===== config.mk =====
export PLATFORM = sky130hd
export DESIGN_NAME = iq_stream_join
export DESIGN_NICKNAME = d
export VERILOG_FILES = /design/src/rtl/iq_stream_join.sv
export SDC_FILE = /design/constraint.sdc
export NUM_CORES = 2
export LEC_CHECK = 0
export ABC_AREA = 1
export BUFFER_PORTS_ARGS = -buffer_cell sky130_fd_sc_hd__clkbuf_2
export CORE_MARGIN = 2
export CORE_UTILIZATION = 56
export CTS_CLUSTER_DIAMETER = 80
export DETAILED_ROUTE_END_ITERATION = 10
export PLACE_DENSITY = 0.75
export SLEW_MARGIN = 20
export SYNTH_ARGS = -nofsm -noshare
export SYNTH_HDL_FRONTEND = slang
export SYNTH_SLANG_ARGS = --single-unit

===== constraint.sdc =====
create_clock -name clk -period 2.9 [get_ports clk]
set_input_delay 0.58 -clock clk [delete_from_list [all_inputs] [get_ports clk]]
set_output_delay 0.58 -clock clk [all_outputs]
set_load 0.02 [all_outputs]

===== src/rtl/iq_stream_join.sv =====
// iq_stream_join: recombines independent I and Q sample lanes into one
// complex stream {I, Q}. Each lane has its own elastic FIFO so path-delay
// skew between the lanes is absorbed. A drop engine can discard a number of
// samples from one lane to realign the pair. Output framing comes either from
// a samples-per-packet counter or from the merged input tlast.

// Per-lane elastic FIFO with a registered head stage.
// Entries land in storage first and move into the head register on the next
// edge, so a sample written at edge N is poppable during the cycle after N+1.
// level counts storage plus head. ready is derived from the registered level
// only, so a full FIFO that is popped this cycle still reports not-ready.
module iq_lane_fifo #(
    parameter int DW        = 17,
    parameter int FIFO_SIZE = 5
) (
    input  logic                 clk,
    input  logic                 reset_n,
    input  logic                 clear,
    input  logic [DW-1:0]        in_data,
    input  logic                 in_valid,
    output logic                 in_ready,
    output logic [DW-1:0]        head_data,
    output logic                 head_valid,
    input  logic                 pop,
    output logic [FIFO_SIZE:0]   level
);

    localparam int DEPTH = 1 << FIFO_SIZE;
    localparam logic [FIFO_SIZE:0]   FULL_LEVEL = {1'b1, {FIFO_SIZE{1'b0}}};
    localparam logic [FIFO_SIZE-1:0] PTR_ONE    = {{(FIFO_SIZE-1){1'b0}}, 1'b1};

    logic [DW-1:0]        mem [DEPTH];
    logic [FIFO_SIZE-1:0] wr_ptr;
    logic [FIFO_SIZE-1:0] rd_ptr;
    logic [FIFO_SIZE:0]   mem_count;
    logic                 ready_en;
    logic                 push;
    logic                 load_head;

    assign level     = mem_count + {{FIFO_SIZE{1'b0}}, head_valid};
    assign in_ready  = ready_en && (level != FULL_LEVEL);
    assign push      = in_valid && in_ready && !clear;
    assign load_head = (mem_count != '0) && (!head_valid || pop);

    // Storage array write port; contents need no reset since pointers gate reads.
    always_ff @(posedge clk) begin
        if (push) begin
            mem[wr_ptr] <= in_data;
        end
    end

    // Pointers, occupancy and head register; clear flushes everything at once.
    always_ff @(posedge clk) begin
        if (!reset_n) begin
            wr_ptr     <= '0;
            rd_ptr     <= '0;
            mem_count  <= '0;
            head_valid <= 1'b0;
            head_data  <= '0;
            ready_en   <= 1'b0;
        end else if (clear) begin
            wr_ptr     <= '0;
            rd_ptr     <= '0;
            mem_count  <= '0;
            head_valid <= 1'b0;
            head_data  <= '0;
            ready_en   <= 1'b1;
        end else begin
            ready_en <= 1'b1;
            if (push) begin
                wr_ptr <= wr_ptr + PTR_ONE;
            end
            if (load_head) begin
                head_data  <= mem[rd_ptr];
                head_valid <= 1'b1;
                rd_ptr     <= rd_ptr + PTR_ONE;
            end else if (pop) begin
                head_valid <= 1'b0;
            end
            mem_count <= mem_count + {{FIFO_SIZE{1'b0}}, push}
                                   - {{FIFO_SIZE{1'b0}}, load_head};
        end
    end

endmodule

// Join / drop engine and output register.
//
//  state  | meaning
//  -------+--------------------------------------------------------------
//  S_IDLE | pairs both lane heads into the output register when possible
//  S_DROP | discards heads of the selected lane until the counter expires
module iq_stream_join #(
    parameter int WIDTH     = 16,
    parameter int FIFO_SIZE = 5,
    parameter int SPP_WIDTH = 16
) (
    input  logic                   clk,
    input  logic                   reset_n,
    input  logic                   clear,
    input  logic [SPP_WIDTH-1:0]   spp,
    input  logic                   drop_stb,
    input  logic                   drop_lane,
    input  logic [SPP_WIDTH-1:0]   drop_count,
    input  logic [WIDTH-1:0]       i0_tdata,
    input  logic                   i0_tlast,
    input  logic                   i0_tvalid,
    output logic                   i0_tready,
    input  logic [WIDTH-1:0]       i1_tdata,
    input  logic                   i1_tlast,
    input  logic                   i1_tvalid,
    output logic                   i1_tready,
    output logic [2*WIDTH-1:0]     o_tdata,
    output logic                   o_tlast,
    output logic                   o_tvalid,
    input  logic                   o_tready,
    output logic [FIFO_SIZE:0]     lane0_level,
    output logic [FIFO_SIZE:0]     lane1_level,
    output logic                   drop_busy
);

    typedef enum logic {
        S_IDLE = 1'b0,
        S_DROP = 1'b1
    } drop_state_t;

    localparam logic [SPP_WIDTH-1:0] CNT_ONE = {{(SPP_WIDTH-1){1'b0}}, 1'b1};

    drop_state_t            state;
    drop_state_t            state_next;
    logic [SPP_WIDTH-1:0]   drop_cnt;
    logic                   drop_lane_q;
    logic [SPP_WIDTH-1:0]   beat_cnt;

    logic [WIDTH:0]         h0_data;
    logic [WIDTH:0]         h1_data;
    logic                   h0_valid;
    logic                   h1_valid;
    logic                   pop0;
    logic                   pop1;
    logic                   join_pop;
    logic                   drop_pop;
    logic                   drop_start;
    logic                   spp_last;
    logic                   pair_last;

    iq_lane_fifo #(
        .DW        (WIDTH + 1),
        .FIFO_SIZE (FIFO_SIZE)
    ) u_lane0 (
        .clk        (clk),
        .reset_n    (reset_n),
        .clear      (clear),
        .in_data    ({i0_tlast, i0_tdata}),
        .in_valid   (i0_tvalid),
        .in_ready   (i0_tready),
        .head_data  (h0_data),
        .head_valid (h0_valid),
        .pop        (pop0),
        .level      (lane0_level)
    );

    iq_lane_fifo #(
        .DW        (WIDTH + 1),
        .FIFO_SIZE (FIFO_SIZE)
    ) u_lane1 (
        .clk        (clk),
        .reset_n    (reset_n),
        .clear      (clear),
        .in_data    ({i1_tlast, i1_tdata}),
        .in_valid   (i1_tvalid),
        .in_ready   (i1_tready),
        .head_data  (h1_data),
        .head_valid (h1_valid),
        .pop        (pop1),
        .level      (lane1_level)
    );

    assign drop_busy  = (state == S_DROP);
    assign drop_start = (state == S_IDLE) && drop_stb && (drop_count != '0);

    // Packet boundary from the beat counter; >= copes with spp shrinking mid-packet.
    assign spp_last  = (beat_cnt >= (spp - CNT_ONE));
    assign pair_last = (spp == '0) ? (h0_data[WIDTH] | h1_data[WIDTH]) : spp_last;

    // Drop engine state register.
    always_ff @(posedge clk) begin
        if (!reset_n || clear) begin
            state <= S_IDLE;
        end else begin
            state <= state_next;
        end
    end

    // Next state and FIFO pop selection.
    always_comb begin
        state_next = state;
        join_pop   = 1'b0;
        drop_pop   = 1'b0;
        pop0       = 1'b0;
        pop1       = 1'b0;
        case (state)
            S_IDLE: begin
                join_pop = h0_valid && h1_valid && (!o_tvalid || o_tready);
                pop0     = join_pop;
                pop1     = join_pop;
                if (drop_start) begin
                    state_next = S_DROP;
                end
            end
            S_DROP: begin
                drop_pop = drop_lane_q ? h1_valid : h0_valid;
                pop0     = drop_pop && !drop_lane_q;
                pop1     = drop_pop && drop_lane_q;
                if (drop_pop && (drop_cnt == CNT_ONE)) begin
                    state_next = S_IDLE;
                end
            end
            default: begin
                state_next = S_IDLE;
            end
        endcase
    end

    // Drop down-counter and lane select, latched when a drop starts.
    always_ff @(posedge clk) begin
        if (!reset_n || clear) begin
            drop_cnt    <= '0;
            drop_lane_q <= 1'b0;
        end else if (drop_start) begin
            drop_cnt    <= drop_count;
            drop_lane_q <= drop_lane;
        end else if (drop_pop) begin
            drop_cnt <= drop_cnt - CNT_ONE;
        end
    end

    // Output register and beat counter. tlast is decided when a beat is loaded
    // so it stays stable while the beat waits for o_tready.
    always_ff @(posedge clk) begin
        if (!reset_n || clear) begin
            o_tvalid <= 1'b0;
            o_tdata  <= '0;
            o_tlast  <= 1'b0;
            beat_cnt <= '0;
        end else if (join_pop) begin
            o_tvalid <= 1'b1;
            o_tdata  <= {h0_data[WIDTH-1:0], h1_data[WIDTH-1:0]};
            o_tlast  <= pair_last;
            if ((spp == '0) || spp_last) begin
                beat_cnt <= '0;
            end else begin
                beat_cnt <= beat_cnt + CNT_ONE;
            end
        end else if (o_tready) begin
            o_tvalid <= 1'b0;
        end
    end

endmodule


==> impl_results.md <==
- MaxCap Viol Count: 0
- IO Pins: 123
- Pre-Repair DR Iteration Count: 8
- Core Area: 90300 um2
- Die area: 93900 um2
- CP peak stage delay: 0.35 ns
- Top Family by Delay on Critical Path: flip-flops
- Mean post-synth cell area: 10.6 um2
- Sequential share of the synthesized area: 69.2%
- R2r worst-path depth: 12
- # setup viols final: 0
- Ys async rst share: 0%
- Count of flip-flops with a built-in enable after synthesis: between 1000 and 1500
- Layout cells sized above 1: 10.9%
- ANT cells: 0
- Worst reg2reg setup slack: 0.23 ns
- Pwr Total: 44.3 mW
- Yosys reg bits: 1225
- Instance area after placement: 54000 um2
- Die W: 306 um
- Final Max Tran Viols: 0
- First-pass GRT wire length: 200000 um
- Most common cell in the synthesized netlist: nand2_1
- Critical path fanouts, max: 4
- Row cnt: 110
- Hold WS: 0.0494 ns
- Worst-skew pair later-pin latency: between 0.7 and 0.8 ns
- Fill cell count: 6845
- Clock sink total: 1225
- Initial Utilization: between 50% and 60%
- Final Cycle Share: 96.4%
- Slew @ Worst Pin: 1.07 ns
- Port bufs: 122
- Max-slew headroom: 28.4%
- Initial DRC count: 4899
- FF-to-FF Start: u_lane0.head_valid
- Vias in the first global route: 34600
- Via Count: around 36000
- H-tree levels: 3
- Hold Crit Depth: 1
- Antenna violation net count after detailed routing: 0
- Critical path launch point: u_lane0.head_valid
- Num CTS Buffers: 117
- Die height: 306 um
- Post-DP HPWL: approximately 80000 um
- GRT Total Usage: 28.0%
- Biggest area consumer among synthesized cells: edfxtp_1
- Clock Pin Slew Worst Setup and Hold Paths: roughly 0.060 ns
- CTS tree: done
- GRT overflow: 0
- Syn Nets: approximately 5000
- Setup TNS: 0 ns
- Worst setup path category: reg -> out
- Mapped cell area: approximately 51000 um2
- Layout Nets: 5144
- Minimum clock period: 2.79 ns
- Final hold vios: 0
- Initial antenna violation count: 0
- Mapped Cells: 4844
- DRC: 0
- Status: finished clean
- CP max-delay cell: dfxtp_2
- Critical Path AT: 2.21 ns
- Crit. End Element: output pin
- P per Cell Area: 768 nW/um2
- FMAX: about 0.36 GHz
- Final Skew: 0.0439 ns
- Number of synthesis warnings: 0
- CTS root buffer: clkbuf_16
- Lkg Pwr: 21.6 nW
- Req. time, crit path: 2.32 ns
- Largest net degree at the start of global routing: 136
- Crit start category: flip-flop
- Longest Clk Path Bufs: 3
- Routability congestion estimate: 0.886
- Top-area cell type share of the netlist area: a little under two thirds
- Count of cell types in the netlist: 37
- Critical Path Stages: 7
- Synth cell count leaders: 1560 x nand2_1, 1088 x edfxtp_1, 639 x nor2_1
- Crit path buf inv count: 1
- Total wire length: 133000 um
- Fin area: a little under 60000 um2
- Avg WL per Cell: between 20 and 25 um
- Via/cell ratio: between 5 and 6
- Crit-path cells: ha_4 -> ha_2 -> nand2_1 -> xor2_2 -> nor2_2 -> a21oi_2 -> clkbuf_8
- Core Util, Final: 63.9%
- Min-delay src: reset_n
- Synth area leaders: edfxtp_1 64%, nand2_1 11%, dfxtp_1 5.4%, nand3_1 4.9%, nor2_1 4.7%
- P&R area growth vs syn: 12.6%
- Hold Crit Class: in -> reg
- VDD IR max: around 0.66 mV
- Top FF cell, synth: edfxtp_1
==> worst reg2reg max path: cells and delay by family, from the launching register on <==
kind | cells | cell delay, ns
buffers and inverters | 3 | 0.52
adders and majority gates | 2 | 0.35
xor gates and xnor gates | 1 | 0.18
and+or+nand+nor | 6 | 0.90
DFF | 1 | 0.35
==> final timing paths <==
path | end
max | i0_tready
max reg2reg | u_lane0.mem[8][15]
min reg2reg | u_lane1.head_data[1]
min | u_lane0.ready_en
==> cell families (layout without fill, tap and decap cells) <==
group / after synthesis / in the layout / share of synthesized area, %
xor gates and xnor gates: 32 / 32 / 0.547
adders and majority gates: 59 / 59 / 1.47
AOI/OAI and AO/OA: 397 / 397 / 3.95
DFF: 1225 / 1225 / 69.2
muxes: 1 / 1 / 0.0196
and+or+nand+nor: 2741 / 2741 / 21.5
buffers and inverters: 389 / 655 / 3.32
==> registers in the layout (all words and copies together), names as in the netlist, 5 cells and up <==
name / flops
beat_cnt: 16
drop_cnt: 16
o_tdata: 32
u_lane0.head_data: 17
u_lane0.mem: 544
u_lane0.mem_count: 6
u_lane0.rd_ptr: 5
u_lane0.wr_ptr: 5
u_lane1.head_data: 17
u_lane1.mem: 544
u_lane1.mem_count: 6
u_lane1.rd_ptr: 5
u_lane1.wr_ptr: 5
==> per-layer routing <==
layer  part of all wire [%]  global-route usage (%)  vias to the layer above
met5                      0                       0                        -
met4                    4.5                    12.4                        0
met3                    8.6                    4.08                      316
met2                     49                    46.7                     1819
met1                     38                    36.7                    17300
li1                       -                       -                    16800
==> power breakdown <==
part	leakage, nW	internal [mW]	switching [mW]	total [mW]
clock	1.75	7.95	6.46	14.4
combinational	8.96	2.84	7.26	10.1
sequential	10.9	19.5	0.273	19.8
==> final cells by class <==
| class | count | area, um2 | area share, % |
|---|---|---|---|
| flip-flops and latches | 1225 | 35400 | 61.5 |
| multi-input cells | 3230 | 14300 | 24.9 |
| well taps | 1176 | 1470 | 2.55 |
| clock buffers | 168 | 3250 | 5.64 |
| inverters | 136 | 531 | 0.920 |
| repair buffers | 301 | 2280 | 3.96 |
| clock inverters | 50 | 353 | 0.612 |
==> through the flow <==
| step | setup slack (ns) | cells |
|---|---|---|
| 3_3_place_gp | -0.0516 | 6066 |
| 4_1_cts | 0.00973 | 6286 |
| 3_5_place_dp | -0.0869 | 6066 |
| 2_1_floorplan | -0.225 | 4844 |
| 6_report | 0.106 | 6286 |
| 5_1_grt | -0.00368 | 6286 |
==> timing repair <==
action                                  in CTS  in global routing
pin swaps                                    2                  3
hold buffers                                 0                  0
resized for setup                            9                 13
endpoints found under the setup margin       2                262
setup buffers                                2                  0
==> cells in the final DEF, fill, tap and decap left out, types with 3 or more instances in the layout <==
master and instances:
ha_1 53, nand4_1 16, nor3_1 11, clkinv_1 29, clkinv_2 17, nor3_2 5, o211ai_1 5, xnor2_1 8
clkbuf_8 11, ha_2 3, clkbuf_1 40, nor2_4 5, nand2_2 3, clkbuf_16 119, buf_12 25, dfxtp_4 4
buf_4 154, dfxtp_2 3, inv_1 120, edfxtp_1 1088, o21ai_0 233, inv_2 6, o22ai_1 5, clkbuf_2 120
clkinvlp_4 3, nand3_1 501, a21oi_1 145, nor2_1 575, clkinv_8 3, nor2_2 60, nand2_1 1557, dfxtp_1 130
xor2_1 22
Note: power is estimated with default switching activity, not from simulation.
